File: src/rtl/rx_word_loader_if.sv
// Byte-receive and memory-write bundle for rx_word_loader.
// The slave side is the loader; the master side is the rx source plus memory.
interface rx_word_loader_if #(
  parameter int N    = 64,
  parameter int ADRW = 8
);
  logic            rx_valid;
  logic [7:0]      rx_data;
  logic            rx_clear;
  logic            wr_req;
  logic [ADRW-1:0] wr_adr;
  logic [N-1:0]    wr_data;
  logic            wr_ack;
  logic            overflow;
  logic [31:0]     rx_check;
  logic [31:0]     rx_checkh;
  logic [31:0]     rx_checkl;

  modport slave (
    input  rx_valid, rx_data, rx_clear, wr_ack,
    output wr_req, wr_adr, wr_data, overflow,
    output rx_check, rx_checkh, rx_checkl
  );

  modport master (
    output rx_valid, rx_data, rx_clear, wr_ack,
    input  wr_req, wr_adr, wr_data, overflow,
    input  rx_check, rx_checkh, rx_checkl
  );
endinterface

File: src/rtl/rx_word_loader.sv
// Packs rx bytes into little-endian N-bit words and writes them to memory.
// A partial word is zero-padded and flushed after an idle timeout.
module rx_word_loader #(
  parameter int N       = 64,
  parameter int ADRW    = 8,
  parameter int TIMEOUT = 1024
) (
  input logic             clk,
  input logic             reset,
  rx_word_loader_if.slave bus
);
  localparam int BYTES = N / 8;
  localparam int CW    = (BYTES > 1) ? $clog2(BYTES) : 1;
  localparam int TW    = $clog2(TIMEOUT + 1);
  localparam int W     = (N > 64) ? N : 64;

  localparam logic [CW-1:0] LAST = CW'(BYTES - 1);
  localparam logic [TW-1:0] TLIM = TW'(TIMEOUT - 1);

  typedef enum logic { IDLE, PEND } state_t;

  state_t        state;
  logic [CW-1:0] cnt;
  logic [TW-1:0] timer;
  logic [N-1:0]  asm_q;
  logic [N-1:0]  asm_nxt;
  logic [N-1:0]  word;
  logic [W-1:0]  wext;
  logic          last;
  logic          flush;
  logic          done;
  logic          ack;

  always_comb begin
    asm_nxt = asm_q;
    for (int k = 0; k < BYTES; k++) begin
      if (cnt == CW'(k)) asm_nxt[8*k +: 8] = bus.rx_data;
    end
  end

  assign last  = bus.rx_valid && (cnt == LAST);
  assign flush = !bus.rx_valid && (cnt != '0)
                 && (timer == TLIM);
  assign done  = last || flush;
  assign word  = bus.rx_valid ? asm_nxt : asm_q;
  assign ack   = (state == PEND) && bus.wr_ack;
  assign wext  = W'(bus.wr_data);

  always_ff @(posedge clk or negedge reset) begin
    if (!reset) begin
      state         <= IDLE;
      cnt           <= '0;
      timer         <= '0;
      asm_q         <= '0;
      bus.wr_req    <= 1'b0;
      bus.wr_adr    <= '0;
      bus.wr_data   <= '0;
      bus.overflow  <= 1'b0;
      bus.rx_check  <= '0;
      bus.rx_checkh <= '0;
      bus.rx_checkl <= '0;
    end else if (bus.rx_clear) begin
      state        <= IDLE;
      cnt          <= '0;
      timer        <= '0;
      asm_q        <= '0;
      bus.wr_req   <= 1'b0;
      bus.wr_adr   <= '0;
      bus.overflow <= 1'b0;
      bus.rx_check <= '0;
    end else begin
      // assembly register is cleared on completion so padding is zero
      if (bus.rx_valid) begin
        timer <= '0;
        if (last) begin
          cnt   <= '0;
          asm_q <= '0;
        end else begin
          cnt   <= cnt + 1'b1;
          asm_q <= asm_nxt;
        end
      end else if (cnt != '0) begin
        if (timer == TLIM) begin
          cnt   <= '0;
          timer <= '0;
          asm_q <= '0;
        end else begin
          timer <= timer + 1'b1;
        end
      end

      if (ack) begin
        if (bus.rx_check != '1)
          bus.rx_check <= bus.rx_check + 1'b1;
        bus.rx_checkh <= wext[63:32];
        bus.rx_checkl <= wext[31:0];
        bus.wr_adr    <= bus.wr_adr + 1'b1;
      end

      if (done && (state == IDLE || ack)) begin
        state       <= PEND;
        bus.wr_req  <= 1'b1;
        bus.wr_data <= word;
      end else if (done) begin
        bus.overflow <= 1'b1;
      end else if (ack) begin
        state      <= IDLE;
        bus.wr_req <= 1'b0;
      end
    end
  end
endmodule

File: src/flat_wrapper.sv
// flat-port wrapper written by rule: the top's interface ports become plain ports
module rx_word_loader_flat 
#(
  parameter int N       = 64,
  parameter int ADRW    = 8,
  parameter int TIMEOUT = 1024
)
  (clk, reset, bus_rx_valid, bus_rx_data, bus_rx_clear, bus_wr_ack, bus_wr_req, bus_wr_adr, bus_wr_data, bus_overflow, bus_rx_check, bus_rx_checkh, bus_rx_checkl);
  rx_word_loader_if #(.N(N), .ADRW(ADRW)) bus_i ();
  input logic clk;
  input logic reset;
  input wire logic [$bits(bus_i.rx_valid)-1:0] bus_rx_valid;
  input wire logic [$bits(bus_i.rx_data)-1:0] bus_rx_data;
  input wire logic [$bits(bus_i.rx_clear)-1:0] bus_rx_clear;
  input wire logic [$bits(bus_i.wr_ack)-1:0] bus_wr_ack;
  output wire logic [$bits(bus_i.wr_req)-1:0] bus_wr_req;
  output wire logic [$bits(bus_i.wr_adr)-1:0] bus_wr_adr;
  output wire logic [$bits(bus_i.wr_data)-1:0] bus_wr_data;
  output wire logic [$bits(bus_i.overflow)-1:0] bus_overflow;
  output wire logic [$bits(bus_i.rx_check)-1:0] bus_rx_check;
  output wire logic [$bits(bus_i.rx_checkh)-1:0] bus_rx_checkh;
  output wire logic [$bits(bus_i.rx_checkl)-1:0] bus_rx_checkl;
  assign bus_i.rx_valid = bus_rx_valid;
  assign bus_i.rx_data = bus_rx_data;
  assign bus_i.rx_clear = bus_rx_clear;
  assign bus_i.wr_ack = bus_wr_ack;
  assign bus_wr_req = bus_i.wr_req;
  assign bus_wr_adr = bus_i.wr_adr;
  assign bus_wr_data = bus_i.wr_data;
  assign bus_overflow = bus_i.overflow;
  assign bus_rx_check = bus_i.rx_check;
  assign bus_rx_checkh = bus_i.rx_checkh;
  assign bus_rx_checkl = bus_i.rx_checkl;
  rx_word_loader #(.N(N), .ADRW(ADRW), .TIMEOUT(TIMEOUT)) u_core (.clk(clk), .reset(reset), .bus(bus_i));
endmodule
File: config.mk
export PLATFORM = sky130hd
export DESIGN_NAME = rx_word_loader_flat
export DESIGN_NICKNAME = d
export VERILOG_FILES = /design/src/rtl/rx_word_loader_if.sv /design/src/rtl/rx_word_loader.sv /design/src/flat_wrapper.sv
export SDC_FILE = /design/constraint.sdc
export NUM_CORES = 1
export LEC_CHECK = 0
export CORE_AREA = 2 2 178 163
export DETAILED_ROUTE_END_ITERATION = 8
export DIE_AREA = 0 0 180 165
export PLACE_DENSITY_LB_ADDON = 0.15
export SETUP_SLACK_MARGIN = 0.5
export SLEW_MARGIN = 25
export SYNTH_ARGS = -nofsm -noshare
export SYNTH_HDL_FRONTEND = slang
export SYNTH_SLANG_ARGS = --single-unit
File: constraint.sdc
create_clock -name clk -period 2.65 [get_ports clk]
set_clock_uncertainty 0.05 [all_clocks]
set_input_delay 0.53 -clock clk [delete_from_list [all_inputs] [get_ports clk]]
set_output_delay 0.53 -clock clk [all_outputs]
set_load 0.02 [all_outputs]
==> run summary, run 1 <==
STATUS
--------------------------------------------------------------------------------------
Outcome                                                                   finished, final reports clean

SYNTHESIS
--------------------------------------------------------------------------------------
Dominant synthesized flop cell                                            sky130_fd_sc_hd__dfrtp_1
Post-synth EDFFs                                                                     0
Share of the yosys chip area belonging to registers                              56.4%
Count of state elements after synthesis                                            248
Synth top area share                                                             56.4%
Async set-or-reset flop fraction in the synthesized netlist                       100%
Number of distinct standard cells referenced by the synthesized netlist             59
Cell type with the largest total area after synthesis                     sky130_fd_sc_hd__dfrtp_1
Cell area after technology mapping                                          11,000 um2
Post-Syn Area per Cell                                                        13.2 um2
Syn_nets                                                                           858
Number of warnings printed during yosys synthesis                                    0
Mapped Cells                                                                       836
Cells taking the most area after synthesis                                sky130_fd_sc_hd__dfrtp_1, sky130_fd_sc_hd__mux2_2, sky130_fd_sc_hd__a22o_1

POWER AND IR DROP
--------------------------------------------------------------------------------------
Worst vdd rail ir drop                                                        0.476 mV
PD cells                                                                    526 nW/um2
Leakage                                                                        8.35 nW

GLOBAL ROUTE
--------------------------------------------------------------------------------------
Congestion Overflow GR                                                               0
First-pass GRT wire length                                                   42,300 um
Pin count of the biggest net entering global routing                                84
Initial antenna violation count                                                      0
GRT Overall Usage                                                                17.5%
Via count of the first global-routing pass                                       7,501

ROUTE
--------------------------------------------------------------------------------------
Detailed-routing iteration count for the pre-antenna-repair pass                     4
Uppermost signal routing layer after detailed routing                             met4
Post-detailed-routing wire length                                            27,000 um
Starting DRT DRC Count                                                             394
Routed met1 length                                                           13,600 um
Via Count                                                                        7,616
Detailed route wirelength on metal3                                            1300 um
Routed wire per std cell                                                       18.5 um
Routed met2 length                                                           11,800 um
Count of unresolved DRC violations after routing                                     0
Post-detailed-route via-to-cell ratio                                             5.21
Post-route antenna net violation count                                               0

TIMING
--------------------------------------------------------------------------------------
Worst relative slew slack                                                        41.4%
Slew at the pin closest to its max-slew limit                                 0.876 ns
Setup repair after global routing missed its margin                               true
Worst setup margin                                                            0.359 ns
Final period util                                                                86.5%
Period minus WS final                                                          2.29 ns
Fin. max-slew vios                                                                   0
Final number of setup-violating endpoints                                            0
Max Clk Rate                                                                   436 MHz
Final Hold Violating Endpoints                                                       0

WORST SETUP PATH
--------------------------------------------------------------------------------------
Reg2reg end                                                               u_core.bus.wr_data[10]
Critical path data required time                                               3.00 ns
Path depth of the worst reg2reg path                                                 8
Worst-path maximum fanout                                                           20
Data arrival time at the worst-slack endpoint                                  2.65 ns
R2R Path Start                                                            u_core.cnt[1]
Startpoint Class                                                              register
Endpoint class of the critical path                                           register
Worst-case register-to-register setup slack                                    0.36 ns
Crit path kind                                                              reg -> reg

FLOORPLAN
--------------------------------------------------------------------------------------
Placement Rows                                                                      58
DIE HEIGHT                                                                      165 um
Area of the core region                                                     27,600 um2
Chip Width                                                                      180 um
DIE AREA                                                                    29,700 um2
Effective utilization at floorplan                                               39.8%
I/O pin count                                                                      183

FINAL LAYOUT
--------------------------------------------------------------------------------------
Number of nets in the layout                                                     1,105
Storage element area                                                          6220 um2
Share of post-route cells with drive strength above 1                            34.1%
Most common library cell in the layout ignoring fill and taps             sky130_fd_sc_hd__dfrtp_1
Area growth from synthesis to layout                                             37.0%
Area taken by multi-input logic gates                                         4760 um2
Fill cell total of the finished layout                                           2,396
Top library cells by usage in the layout, fill and taps aside             sky130_fd_sc_hd__dfrtp_1, sky130_fd_sc_hd__mux2_2, sky130_fd_sc_hd__clkdlybuf4s50_1, sky130_fd_sc_hd__dlymetal6s2s_1, sky130_fd_sc_hd__buf_4
Utilization of the core after routing                                            54.5%

CLOCKING
--------------------------------------------------------------------------------------
Buffers from clock root to sink, at most                                             3
TritonCTS clock tree                                                             built
Clock sink total                                                                   248
Clock latency reported for the late side of the worst-skew pair                0.52 ns
Root cell of the clock tree                                               sky130_fd_sc_hd__clkbuf_16
Htree depth                                                                          1
Clock transition at the registers of the reported paths                        0.06 ns
Number of buffers created by CTS                                                    26

JOB
--------------------------------------------------------------------------------------
Number of maximum-capacitance violations                                             0

PLACEMENT
--------------------------------------------------------------------------------------
Input/output buffers                                                               182
GPL Wtd Cong                                                                     0.894
Final HPWL DP                                                                17,300 um
Pre-CTS setup slack                                                         -0.0687 ns

WORST HOLD PATH
--------------------------------------------------------------------------------------
Destination of the worst hold path                                        u_core.bus.rx_check[27]
Worst Min Path Start                                                      bus_rx_clear
Hold Crit Depth                                                                      3
Path class of the lowest-slack min-delay path                                in -> reg

Yosys cell counts (4+ instances only):
master	n
sky130_fd_sc_hd__mux2_4	11
sky130_fd_sc_hd__buf_2	4
sky130_fd_sc_hd__and3_1	5
sky130_fd_sc_hd__o21ai_0	15
sky130_fd_sc_hd__a21oi_1	28
sky130_fd_sc_hd__xor2_1	13
sky130_fd_sc_hd__o21ai_1	7
sky130_fd_sc_hd__or4_1	5
sky130_fd_sc_hd__mux2_2	185
sky130_fd_sc_hd__nor2b_1	11
sky130_fd_sc_hd__o31ai_1	8
sky130_fd_sc_hd__buf_1	7
sky130_fd_sc_hd__or3_1	13
sky130_fd_sc_hd__nand4_1	12
sky130_fd_sc_hd__ha_1	9
sky130_fd_sc_hd__clkbuf_1	23
sky130_fd_sc_hd__a22o_1	57
sky130_fd_sc_hd__and2_1	16
sky130_fd_sc_hd__dfrtp_1	248
sky130_fd_sc_hd__nand2b_1	5
sky130_fd_sc_hd__nand3_1	18
sky130_fd_sc_hd__nor2_1	31
sky130_fd_sc_hd__buf_6	7
sky130_fd_sc_hd__inv_1	7
sky130_fd_sc_hd__nor3_1	6
sky130_fd_sc_hd__nand2_1	35
routing by layer:
layer,vias up,track usage (%)
li1,3575,-
met1,3802,26.8
met2,209,25.9
met3,30,3.37
met4,0,3.22
met5,-,0
worst max-delay path: stages (launching register included):
cell and delay (ns):
sky130_fd_sc_hd__dfrtp_1 0.36, sky130_fd_sc_hd__inv_2 0.06, sky130_fd_sc_hd__ha_4 0.16, sky130_fd_sc_hd__nor2b_4 0.12, sky130_fd_sc_hd__or4_4 0.44, sky130_fd_sc_hd__o31ai_4 0.26
sky130_fd_sc_hd__nand2_4 0.18, sky130_fd_sc_hd__buf_16 0.21, sky130_fd_sc_hd__mux2_4 0.31
final cells by class:
type / instances / area share (%)
Multi-Input combinational cell: 541 / 31.6
Sequential cell: 248 / 41.3
Antenna cell: 1 / 0.0166
Tap cell: 360 / 2.99
Inverter: 7 / 0.174
Clock inverter: 7 / 0.730
Clock buffer: 38 / 5.02
Timing Repair Buffer: 259 / 18.2
how the worst max path moves through the flow:
stage                             end  slack (ns)             from
2_1_floorplan  u_core.bus.wr_data[10]        0.28    u_core.cnt[0]
5_1_grt         u_core.bus.wr_data[8]        0.29  u_core.timer[0]
3_5_place_dp         u_core.asm_q[20]       -0.07    u_core.cnt[1]
6_report       u_core.bus.wr_data[10]        0.36    u_core.cnt[1]
3_3_place_gp         u_core.asm_q[21]       -0.02    u_core.cnt[1]
4_1_cts        u_core.bus.wr_data[10]        0.31    u_core.cnt[1]
per-stage QoR:
| step | std cells | hold slack (ns) | area, um2 | TNS [ns] | power, mW |
|---|---|---|---|---|---|
| after floorplan | 836 | 0.184 | 11100 | 0 | 4.05 |
| after global placement | 1387 | 0.414 | 13600 | -0.211 | 4.26 |
| after detailed placement | 1387 | 0.417 | 13600 | -2.16 | 4.26 |
| after CTS | 1438 | 0.390 | 14600 | 0 | 8.03 |
| after global routing | 1460 | 0.427 | 15100 | 0 | 8.25 |
| final | 1461 | 0.414 | 15100 | 0 | 7.92 |
registers in the layout, indices dropped and copies added (netlist names):
register and flops:
u_core.bus.rx_checkh 32, u_core.bus.wr_adr 8, u_core.bus.wr_req 1, u_core.asm_q 64, u_core.bus.wr_data 64, u_core.bus.rx_checkl 32
u_core.timer 11, u_core.bus.overflow 1, u_core.bus.rx_check 32, u_core.cnt 3
cells by family after synthesis:
group                    Yosys count  synth area share (%)
AND/OR/NAND/NOR                  187                  9.81
flip-flops                       248                  56.4
XOR/XNOR                          16                  1.27
AO/OA/AOI/OAI                    131                  8.81
buffers and inverters             48                  2.16
adder cells (fa/ha/maj)            9                  1.02
multiplexers                     197                  20.5
power breakdown:
part	internal [mW]	switching, mW
logic	0.150	0.245
clock network	2.26	1.45
registers	3.81	0.0140
what timing repair did:
| item | 4_1_cts | 5_1_grt |
|---|---|---|
| pin swaps | 2 | 39 |
| hold endpoints to repair | 21 | 0 |
| resized for setup | 9 | 109 |
| gates cloned | 0 | 4 |
| setup buffers | 5 | 18 |
| hold buffers | 1 | 0 |
| setup endpoints to repair | 184 | 235 |
Power figures use the tool's default switching activity.
==> run 2: changes to the inputs <==
- SLEW_MARGIN: 25 -> 20
==> results of run 2 <==
Same layout as run 1: the final DEF is identical, and so are final timing and power.
==> run 3: changes to the inputs <==
- CORE_AREA: 2 2 178 163 -> 4 4 180 165
- DIE_AREA: 0 0 180 165 -> 0 0 184 169
==> run summary, run 3 (same netlist as run 1, synthesis figures left out) <==
CLOCKING
-------------------------------------------------------------------------------
Root cell of the clock tree                                        sky130_fd_sc_hd__clkbuf_16
Clock sink total                                                            248
Htree depth                                                                   1
TritonCTS clock tree                                                      built
Number of buffers created by CTS                                             28
Clock transition at the registers of the reported paths                 0.06 ns
Buffers from clock root to sink, at most                                      3
Clock latency reported for the late side of the worst-skew pair         0.53 ns

WORST SETUP PATH
-------------------------------------------------------------------------------
Endpoint class of the critical path                                    register
Crit-path slowest cell                                             sky130_fd_sc_hd__or4_4
Crit path kind                                                       reg -> reg
Data arrival time at the worst-slack endpoint                           2.66 ns
Worst-path maximum fanout                                                    19
Path depth of the worst reg2reg path                                          8
Maximum single-stage delay on the critical path                         0.43 ns
Critical path data required time                                        3.01 ns
Startpoint Class                                                       register
Worst-case register-to-register setup slack                             0.34 ns
Critical path, cell by cell                                        inv_2 -> ha_4 -> nor2b_4 -> or4_4 -> o31ai_4 -> nand2_4 -> clkbuf_16 -> mux2_2

FINAL LAYOUT
-------------------------------------------------------------------------------
Most common library cell in the layout ignoring fill and taps      sky130_fd_sc_hd__dfrtp_1
Top Registers                                                      u_core.asm_q x64, u_core.bus.wr_data x64
Number of antenna repair diodes                                               0
Share of post-route cells with drive strength above 1                     35.4%
Area growth from synthesis to layout                                      39.0%
Top library cells by usage in the layout, fill and taps aside      sky130_fd_sc_hd__dfrtp_1, sky130_fd_sc_hd__mux2_2, sky130_fd_sc_hd__clkdlybuf4s50_1, sky130_fd_sc_hd__dlymetal6s2s_1, sky130_fd_sc_hd__buf_4
Number of nets in the layout                                              1,108

TIMING
-------------------------------------------------------------------------------
Setup TNS                                                                  0 ns
Final period util                                                         87.0%
Max Clk Rate                                                            434 MHz
Worst hold margin                                                      0.437 ns
Final Hold Violating Endpoints                                                0
Period minus WS final                                                   2.31 ns
Final number of setup-violating endpoints                                     0
Worst relative slew slack                                                 43.0%
Setup repair after global routing missed its margin                        true
Slew at the pin closest to its max-slew limit                          0.852 ns
Fin. max-slew vios                                                            0

GLOBAL ROUTE
-------------------------------------------------------------------------------
Via count of the first global-routing pass                                7,750
Congestion Overflow GR                                                        0
Pin count of the biggest net entering global routing                         68
First-pass GRT wire length                                            43,600 um
Initial antenna violation count                                               0
GRT Overall Usage                                                         17.1%

POWER AND IR DROP
-------------------------------------------------------------------------------
Worst vdd rail ir drop                                                 0.390 mV
PD cells                                                             543 nW/um2
Internal power                                                          6.49 mW
Logic pwr share                                                            4.9%
Switching power                                                         1.81 mW
Share of power burned in registers                                        46.1%
Sw Ratio                                                                  21.9%
Power, Total                                                            8.30 mW
Power share of the clock group                                            49.1%
Leakage                                                                 8.63 nW

WORST HOLD PATH
-------------------------------------------------------------------------------
Path class of the lowest-slack min-delay path                        reg -> reg
Hold Crit Depth                                                               1

FLOORPLAN
-------------------------------------------------------------------------------
Area of the core region                                              27,700 um2
Effective utilization at floorplan                                        39.7%
DIE AREA                                                             31,100 um2
Placement Rows                                                               58
Chip Width                                                               184 um
DIE HEIGHT                                                               169 um
I/O pin count                                                               183

ROUTE
-------------------------------------------------------------------------------
Post-route antenna net violation count                                        0
Count of unresolved DRC violations after routing                              0
Post-detailed-route via-to-cell ratio                                      5.30
Post-detailed-routing wire length                                     28,100 um
Starting DRT DRC Count                                                      340
Detailed-routing iteration count for the pre-antenna-repair pass              4
Routed wire per std cell                                                19.2 um
Via Count                                                                 7,766

PLACEMENT
-------------------------------------------------------------------------------
GPL Wtd Cong                                                              0.844
Input/output buffers                                                        182
Final HPWL DP                                                         18,000 um

STATUS
-------------------------------------------------------------------------------
Outcome                                                            finished, final reports clean

JOB
-------------------------------------------------------------------------------
Number of maximum-capacitance violations                                      0

-- run 3: changes by cell type in the layout (fill, tap and decap cells not counted), moves of 3 or more --
cell / delta
sky130_fd_sc_hd__clkbuf_8: +5
sky130_fd_sc_hd__dlymetal6s2s_1: +11
sky130_fd_sc_hd__a21oi_2: +3
sky130_fd_sc_hd__clkbuf_1: -4
sky130_fd_sc_hd__clkbuf_16: +4
sky130_fd_sc_hd__nand2_1: -3
sky130_fd_sc_hd__clkdlybuf4s50_1: -12
sky130_fd_sc_hd__nand2_2: +3
sky130_fd_sc_hd__a21oi_1: -3
-- run 3: cell type report --
cell class | instances | area, um2
fillers | 2343 | 12400
flip-flops and latches | 248 | 6220
multi-input cells | 542 | 4810
repair buffers | 259 | 2800
clock buffers | 41 | 861
well taps | 360 | 450
clock inverters | 8 | 120
inverters | 7 | 26.3
-- run 3: metal layers --
layer	global-route usage, %	share of wire, %	vias up
li1	-	-	3583
met1	25.3	48	3954
met2	26.4	45	197
met3	2.77	5.5	32
met4	3.79	1.5	0
met5	0	0	-
-- run 3: path summary, 6_finish.rpt --
kind                                  startpoint                      end
worst max-delay path               u_core.cnt[1]   u_core.bus.wr_data[39]
max in group asynchronous                  reset   u_core.bus.wr_data[45]
worst min register to register  u_core.asm_q[63]         u_core.asm_q[63]
min in group asynchronous                  reset  u_core.bus.rx_check[20]
worst min-delay path            u_core.asm_q[63]         u_core.asm_q[63]
worst max register to register     u_core.cnt[1]   u_core.bus.wr_data[39]
-- run 3: what timing repair did --
action,4_1_cts,5_1_grt
cloned,0,6
setup buffers,7,17
resized for setup,9,128
endpoints found under the hold margin,61,0
hold buffers,1,0
endpoints found under the setup margin,206,245
pin swaps,2,37
-- run 3: critical path, delay by kind of cell, from the launching register on --
kind / cells / cell delay, ns
and+or+nand+nor: 3 / 0.74
muxes: 1 / 0.28
DFF: 1 / 0.37
adders and majority gates: 1 / 0.16
buffers and inverters: 2 / 0.32
AOI/OAI and AO/OA: 1 / 0.25
-- run 3: power by group through the flow --
stage	Clock (mW)	Combinational (mW)	Sequential [mW]
2_1_floorplan	0	0.162	3.89
3_3_place_gp	0	0.370	3.89
3_5_place_dp	0	0.372	3.89
4_1_cts	4.17	0.390	3.82
5_1_grt	4.31	0.445	3.82
6_report	4.07	0.404	3.82
-- run 3: metrics by stage --
stage | area (um2) | cells | utilization (%) | worst slack, ns
finish | 15300 | 1465 | 55.2 | 0.345
detailed placement | 13600 | 1385 | 49.1 | -0.0805
global route | 15300 | 1465 | 55.2 | 0.277
global placement | 13600 | 1385 | 49.1 | -0.0338
CTS | 14700 | 1442 | 53.0 | 0.374
floorplan | 11100 | 836 | - | 0.276
